**src/rtl/clock_pkg.sv**
```systemverilog
// Shared types and constants for the clock time-set controller.
// Edit states, LCD field codes, BCD limits and switch bit positions.
package clock_pkg;

    typedef enum logic [1:0] {
        RUN    = 2'b00,
        EDIT_H = 2'b01,
        EDIT_M = 2'b10,
        COMMIT = 2'b11
    } state_t;

    localparam logic [1:0] FIELD_NONE = 2'b00;
    localparam logic [1:0] FIELD_HOUR = 2'b01;
    localparam logic [1:0] FIELD_MIN  = 2'b10;

    localparam logic [7:0] HOUR_MAX = 8'h23;
    localparam logic [7:0] MIN_MAX  = 8'h59;

    localparam int SW_MODE   = 0;
    localparam int SW_INC    = 1;
    localparam int SW_DEC    = 2;
    localparam int SW_CANCEL = 3;

endpackage

```
**src/rtl/sw_debounce.sv**
```systemverilog
// One switch: 2-FF synchroniser, counting debouncer, press pulse
// and optional hold-to-repeat pulses.
module sw_debounce #(
    parameter int DEB_CYCLES   = 500000,
    parameter int REPEAT_START = 25000000,
    parameter int REPEAT_RATE  = 10000000,
    parameter bit EN_REPEAT    = 1'b0
) (
    input  logic i_clk,
    input  logic i_rst,
    input  logic i_sw,
    output logic o_pulse
);

    localparam int DW   = $clog2(DEB_CYCLES + 1);
    localparam int RMAX = (REPEAT_START > REPEAT_RATE) ? REPEAT_START : REPEAT_RATE;
    localparam int RW   = $clog2(RMAX + 1);

    logic [1:0]    r_sync;
    logic          r_level;
    logic          r_level_d;
    logic          r_phase;
    logic          r_pulse;
    logic [DW-1:0] r_cnt;
    logic [RW-1:0] r_rcnt;

    logic          w_rise;
    logic          w_rep;
    logic [RW-1:0] w_rtgt;

    assign w_rise = r_level & ~r_level_d;
    // r_rcnt holds cycles elapsed since the last edge or repeat pulse
    assign w_rtgt = r_phase ? RW'(REPEAT_RATE) : RW'(REPEAT_START);
    assign w_rep  = EN_REPEAT && r_level && r_level_d && (r_rcnt == w_rtgt);

    always_ff @(posedge i_clk) begin
        if (i_rst) begin
            r_sync    <= '0;
            r_level   <= 1'b0;
            r_level_d <= 1'b0;
            r_phase   <= 1'b0;
            r_pulse   <= 1'b0;
            r_cnt     <= '0;
            r_rcnt    <= '0;
        end else begin
            r_sync    <= {r_sync[0], i_sw};
            r_level_d <= r_level;
            r_pulse   <= w_rise | w_rep;

            if (r_sync[1] != r_level) begin
                if (r_cnt == DW'(DEB_CYCLES - 1)) begin
                    r_level <= r_sync[1];
                    r_cnt   <= '0;
                end else begin
                    r_cnt <= r_cnt + DW'(1);
                end
            end else begin
                r_cnt <= '0;
            end

            if (w_rise || w_rep) begin
                r_rcnt <= RW'(1);
            end else if (r_level && (r_rcnt != w_rtgt)) begin
                r_rcnt <= r_rcnt + RW'(1);
            end

            if (w_rise) begin
                r_phase <= 1'b0;
            end else if (w_rep) begin
                r_phase <= 1'b1;
            end
        end
    end

    assign o_pulse = r_pulse;

endmodule

```
**src/rtl/clock_set_ctrl.sv**
```systemverilog
// Time-set controller: debounced switches drive an edit FSM that
// freezes the watch, steps hours/minutes in BCD and commits with load.
module clock_set_ctrl
    import clock_pkg::*;
#(
    parameter int DEB_CYCLES   = 500000,
    parameter int REPEAT_START = 25000000,
    parameter int REPEAT_RATE  = 10000000
) (
    input  logic       clk,
    input  logic       rst,
    input  logic       en_1hz,
    input  logic [3:0] sw_in,
    input  logic [5:0] cur_hour,
    input  logic [6:0] cur_min,
    output logic [5:0] set_hour,
    output logic [6:0] set_min,
    output logic       load,
    output logic       hold,
    output logic [1:0] edit_field,
    output logic       blink
);

    function automatic logic [7:0] bcd_inc(input logic [7:0] v, input logic [7:0] max);
        if (v == max) return 8'h00;
        if (v[3:0] == 4'd9) return {v[7:4] + 4'd1, 4'd0};
        return v + 8'd1;
    endfunction

    function automatic logic [7:0] bcd_dec(input logic [7:0] v, input logic [7:0] max);
        if (v == 8'h00) return max;
        if (v[3:0] == 4'd0) return {v[7:4] - 4'd1, 4'd9};
        return v - 8'd1;
    endfunction

    logic [3:0] w_pulse;

    for (genvar g = 0; g < 4; g++) begin : g_sw
        sw_debounce #(
            .DEB_CYCLES  (DEB_CYCLES),
            .REPEAT_START(REPEAT_START),
            .REPEAT_RATE (REPEAT_RATE),
            .EN_REPEAT   (g == SW_INC || g == SW_DEC)
        ) u_sw (
            .i_clk  (clk),
            .i_rst  (rst),
            .i_sw   (sw_in[g]),
            .o_pulse(w_pulse[g])
        );
    end

    state_t     r_state;
    state_t     w_state_nx;
    logic [5:0] r_hour;
    logic [6:0] r_min;
    logic       r_blink;
    logic [5:0] w_hour_nx;
    logic [6:0] w_min_nx;
    logic       w_blink_nx;

    logic w_mode;
    logic w_inc;
    logic w_dec;
    logic w_cancel;

    logic [5:0] w_hour_up;
    logic [5:0] w_hour_dn;
    logic [6:0] w_min_up;
    logic [6:0] w_min_dn;

    assign w_mode   = w_pulse[SW_MODE];
    assign w_cancel = w_pulse[SW_CANCEL];
    // Simultaneous inc and dec cancel each other out
    assign w_inc    = w_pulse[SW_INC] & ~w_pulse[SW_DEC];
    assign w_dec    = w_pulse[SW_DEC] & ~w_pulse[SW_INC];

    assign w_hour_up = 6'(bcd_inc({2'b00, r_hour}, HOUR_MAX));
    assign w_hour_dn = 6'(bcd_dec({2'b00, r_hour}, HOUR_MAX));
    assign w_min_up  = 7'(bcd_inc({1'b0, r_min}, MIN_MAX));
    assign w_min_dn  = 7'(bcd_dec({1'b0, r_min}, MIN_MAX));

    always_comb begin
        w_state_nx = r_state;
        w_hour_nx  = r_hour;
        w_min_nx   = r_min;
        unique case (r_state)
            RUN: begin
                if (w_mode) begin
                    w_state_nx = EDIT_H;
                    w_hour_nx  = cur_hour;
                    w_min_nx   = cur_min;
                end
            end
            EDIT_H: begin
                if (w_cancel) w_state_nx = RUN;
                else if (w_mode) w_state_nx = EDIT_M;
                else if (w_inc) w_hour_nx = w_hour_up;
                else if (w_dec) w_hour_nx = w_hour_dn;
            end
            EDIT_M: begin
                if (w_cancel) w_state_nx = RUN;
                else if (w_mode) w_state_nx = COMMIT;
                else if (w_inc) w_min_nx = w_min_up;
                else if (w_dec) w_min_nx = w_min_dn;
            end
            COMMIT: w_state_nx = RUN;
            default: w_state_nx = RUN;
        endcase
    end

    always_comb begin
        w_blink_nx = 1'b0;
        if (w_state_nx == EDIT_H || w_state_nx == EDIT_M) begin
            w_blink_nx = (r_state == RUN) ? 1'b1 : (r_blink ^ en_1hz);
        end
    end

    always_ff @(posedge clk) begin
        if (rst) begin
            r_state <= RUN;
            r_hour  <= '0;
            r_min   <= '0;
            r_blink <= 1'b0;
        end else begin
            r_state <= w_state_nx;
            r_hour  <= w_hour_nx;
            r_min   <= w_min_nx;
            r_blink <= w_blink_nx;
        end
    end

    always_comb begin
        edit_field = FIELD_NONE;
        unique case (r_state)
            EDIT_H:  edit_field = FIELD_HOUR;
            EDIT_M:  edit_field = FIELD_MIN;
            default: edit_field = FIELD_NONE;
        endcase
    end

    assign set_hour = r_hour;
    assign set_min  = r_min;
    assign load     = (r_state == COMMIT);
    assign hold     = (r_state != RUN);
    assign blink    = r_blink;

endmodule

```
**config.mk**
```make
export PLATFORM = sky130hd
export DESIGN_NAME = clock_set_ctrl
export DESIGN_NICKNAME = d
export VERILOG_FILES = /design/src/rtl/clock_pkg.sv /design/src/rtl/sw_debounce.sv /design/src/rtl/clock_set_ctrl.sv
export SDC_FILE = /design/constraint.sdc
export NUM_CORES = 1
export LEC_CHECK = 0
export BUFFER_PORTS_ARGS = -buffer_cell sky130_fd_sc_hd__buf_2
export CORE_ASPECT_RATIO = 0.6
export CORE_MARGIN = 2
export CORE_UTILIZATION = 55
export CTS_BUF_LIST = sky130_fd_sc_hd__clkbuf_4
export DETAILED_ROUTE_END_ITERATION = 8
export PLACE_DENSITY = 0.73
export SLEW_MARGIN = 20
export SYNTH_ARGS = -nofsm -noshare
export SYNTH_HDL_FRONTEND = slang
export SYNTH_HIERARCHICAL = 1
export SYNTH_SLANG_ARGS = --single-unit
```
**constraint.sdc**
```tcl
create_clock -name clk -period 1.89 [get_ports clk]
set_input_delay 0.2835 -clock clk [delete_from_list [all_inputs] [get_ports clk]]
set_output_delay 0.2835 -clock clk [all_outputs]
set_load 0.02 [all_outputs]
```
==> results.py <==
metrics = {
    "status": {
        "outcome": "finished, violations left",
        "violations": "setup timing",
    },
    "yosys": {
        "ys_seq_elements": 164,
        "synth_top_area_frac": 0.375,
        "syn-num-nets": 1041,
        "synth-edff-count": 0,
        "synth_cell_types": 83,
        "ys_async_sr_fraction": 0,
        "synth_flop_cell": "dfxtp_1",
        "synthTopCellsByArea": "dfxtp_1, nor2_1, xnor2_1",
        "ys_warn_count": 6,
        "synth_area_sq_mm": 0.00876,
        "syn_inst": 999,
        "yosys.area.top_type": "dfxtp_1",
        "synth_seq_area_share": 0.375,
        "synth_area_per_cell_sq_um": 8.77,
    },
    "timing": {
        "drv_slew": 0,
        "clock_skew_ns": 0.0198,
        "max_slew_margin": 0.656,
        "worst_pin_slew_ns": 0.515,
        "finalHoldViolCount": 0,
        "setup_viol": 52,
        "layout_min_cycle_time_ns": 2.07,
        "setup-tns-final_ns": -5.73,
        "fin_crit_sh": 1.10,
        "fin_ws_ns": -0.184,
        "fmax_mhz": 482,
        "rsz0062_at_grt": "yes",
    },
    "run": {
        "max-cap-violations": 0,
    },
    "die": {
        "start_util": 0.567,
        "die_area_sq_mm": 0.0170,
        "coreArea_sq_mm": 0.0155,
        "dieHeight_um": 102,
        "io_pins": 38,
        "die_x_um": 167,
        "num_rows": 35,
    },
    "routing": {
        "final_antenna_net_count": 0,
        "dr.pass1.iters": 5,
        "drc_errors": 0,
        "wirelength_um": 22100,
        "wl_per_cell_um": 16.2,
        "drtIter0Drc": 742,
        "num_vias": 8099,
        "vias_per_cell": 5.92,
    },
    "critical_path": {
        "path_max_fanout": 7,
        "path_cells": "nand4b_1 -> or3_4 -> a2111oi_4 -> buf_6 -> buf_4 -> o31ai_1 -> a211oi_1",
        "r2r-start": "g_sw[1].u_sw/r_rcnt[23]",
        "worstSetupStartpointType": "flop",
        "critPathSlowestCell": "a2111oi_4",
        "worstPathArrival_ns": 2.57,
        "critPathCaptureType": "flop",
        "worstSetupPathType": "reg -> reg",
        "worstPathRequired_ns": 2.39,
        "critPathMaxStageDelay_ns": 0.44,
        "crit_start": "g_sw[1].u_sw/r_rcnt[23]",
    },
    "pwr": {
        "cellPowerDensity_mw_per_mm2": 538,
        "peakVddDrop_uv": 466,
        "cellLeakagePower_uw": 0.00379,
    },
    "finish": {
        "nFillCells": 1186,
        "drive_gt1_frac": 0.308,
        "nets": 1193,
        "finish.instance_area_sq_mm": 0.0109,
        "final_util": 0.705,
        "regArea_sq_mm": 0.00332,
        "n_antenna_cell": 0,
        "syn_to_final_growth_pct": 24.4,
        "multi_input_area_sq_mm": 0.00552,
        "final_common_cell": "dfxtp_1",
        "final_cell_mix": "dfxtp_1, nor2_1, buf_4, nand3_1, nand2_1",
    },
    "placement": {
        "placed_area_sq_mm": 0.00986,
        "port_buffers": 37,
        "dp.final_hpwl_um": 14600,
        "place.gp.congestion": 0.883,
    },
    "global_route": {
        "grt_pass1_wl_um": 35200,
        "grt_usage": 0.251,
        "grt_pass1_vias": 7192,
        "gr-total-overflow": 0,
        "antenna_found_initial": 0,
        "grt_start_max_net_pins": 27,
        "use_met1": 0.376,
        "met3_usage": 0.0477,
        "busiest_layer": "met2",
        "use_met2": 0.376,
    },
    "worst_hold_path": {
        "hold_class": "in -> reg",
        "hp-start": "cur_min[3]",
    },
    "clocking": {
        "clk_latency_ns": 0.57,
        "cts_buffers": 17,
        "clock_path_buffers": 2,
        "cts_sinks": 164,
        "clk_pin_slew_ns": 0.16,
        "cts_max_level": 4,
        "cts_tree": "done",
        "cts-root-buf": "clkbuf_4",
    },
}
==> logic make-up (layout without fill, tap and decap cells) <==
kind of cell,count (synthesis),in the layout,synth area share
simple gates,478,478,0.298
flops,164,164,0.375
compound gates,146,146,0.137
xor+xnor,98,98,0.0979
buf+inv,82,247,0.0500
fa+ha+maj,22,22,0.0314
mux,9,9,0.0110
==> stage by stage <==
step,cells,worst slack [ns],hold WS [ns],total power [uW]
2_1_floorplan,999,-0.0116,0.355,3600
3_3_place_gp,1308,-0.0925,0.397,3660
3_5_place_dp,1308,-0.150,0.402,3660
4_1_cts,1358,-0.0989,0.0464,5920
5_1_grt,1367,-0.233,0.0390,6090
6_report,1367,-0.184,0.0589,5870
==> Yosys cell counts (5+ instances only) <==
master	count
a211oi_1	6
nand2b_1	6
clkbuf_1	10
nand3_1	61
nand4_1	38
nand4_2	5
and3_1	14
o21ai_1	8
xor2_1	48
buf_6	9
nor4_1	16
a31oi_1	5
nand2_1	52
or3_1	8
buf_2	12
or3_2	8
inv_1	41
nor2_1	124
or4_1	7
o211ai_1	8
o31ai_1	13
a21oi_1	22
dfxtp_1	164
and2_1	7
o21ai_0	15
mux2i_1	7
nor3_1	58
a211oi_2	18
nor2b_1	19
or2_2	5
ha_1	22
xnor2_1	50
nor4b_1	14
==> cell type report <==
class,count,share of cell area
Timing Repair Buffer,174,0.123
Sequential cell,164,0.305
Tap cell,203,0.0233
Clock inverter,15,0.0170
Inverter,41,0.0141
Clock buffer,17,0.0117
Multi-Input combinational cell,753,0.506
==> final timing paths <==
| check | to | slack [ns] | cells past startpoint |
|---|---|---|---|
| min | set_min[3] | 0.06 | 3 |
| max reg2reg | g_sw[1].u_sw/r_rcnt[10] | -0.18 | 7 |
| min reg2reg | g_sw[3].u_sw/o_pulse | 0.44 | 1 |
| max | g_sw[1].u_sw/r_rcnt[10] | -0.18 | 7 |
==> layer usage <==
layer / vias to the layer above / wire length (um)
li1: 3940 / -
met1: 3826 / 10800
met2: 300 / 9380
met3: 33 / 1620
met4: 0 / 282
met5: - / 0
==> repair_timing <==
action | in CTS | in global routing
pin swaps | 18 | 38
setup endpoints to repair | 55 | 65
cloned | 2 | 4
buffers inserted | 11 | 7
hold buffers | 5 | 0
endpoints found under the hold margin | 5 | 0
resized for setup | 44 | 75
==> critical path, delay by kind of cell, from the launching register on <==
kind | cells | cell delay (ns)
buf+inv | 2 | 0.33
compound gates | 3 | 0.69
flops | 1 | 0.37
simple gates | 2 | 0.61
==> power breakdown <==
| group | internal, uW | switching, uW |
|---|---|---|
| logic | 47.4 | 79.6 |
| registers | 3460 | 5.07 |
| clock network | 850 | 1430 |
| total | 4360 | 1510 |
==> flip-flops by register name, indices dropped and copies added, names as in the netlist <==
signal / count
g_sw.u_sw/r_sync: 8
set_hour: 6
g_sw.u_sw/r_level_d: 4
g_sw.u_sw/r_phase: 2
g_sw.u_sw/r_level: 4
g_sw.u_sw/r_cnt: 76
g_sw.u_sw/o_pulse: 4
set_min: 7
g_sw.u_sw/r_rcnt: 50
r_state: 2
blink: 1
Note: power is estimated with default switching activity, not from simulation.
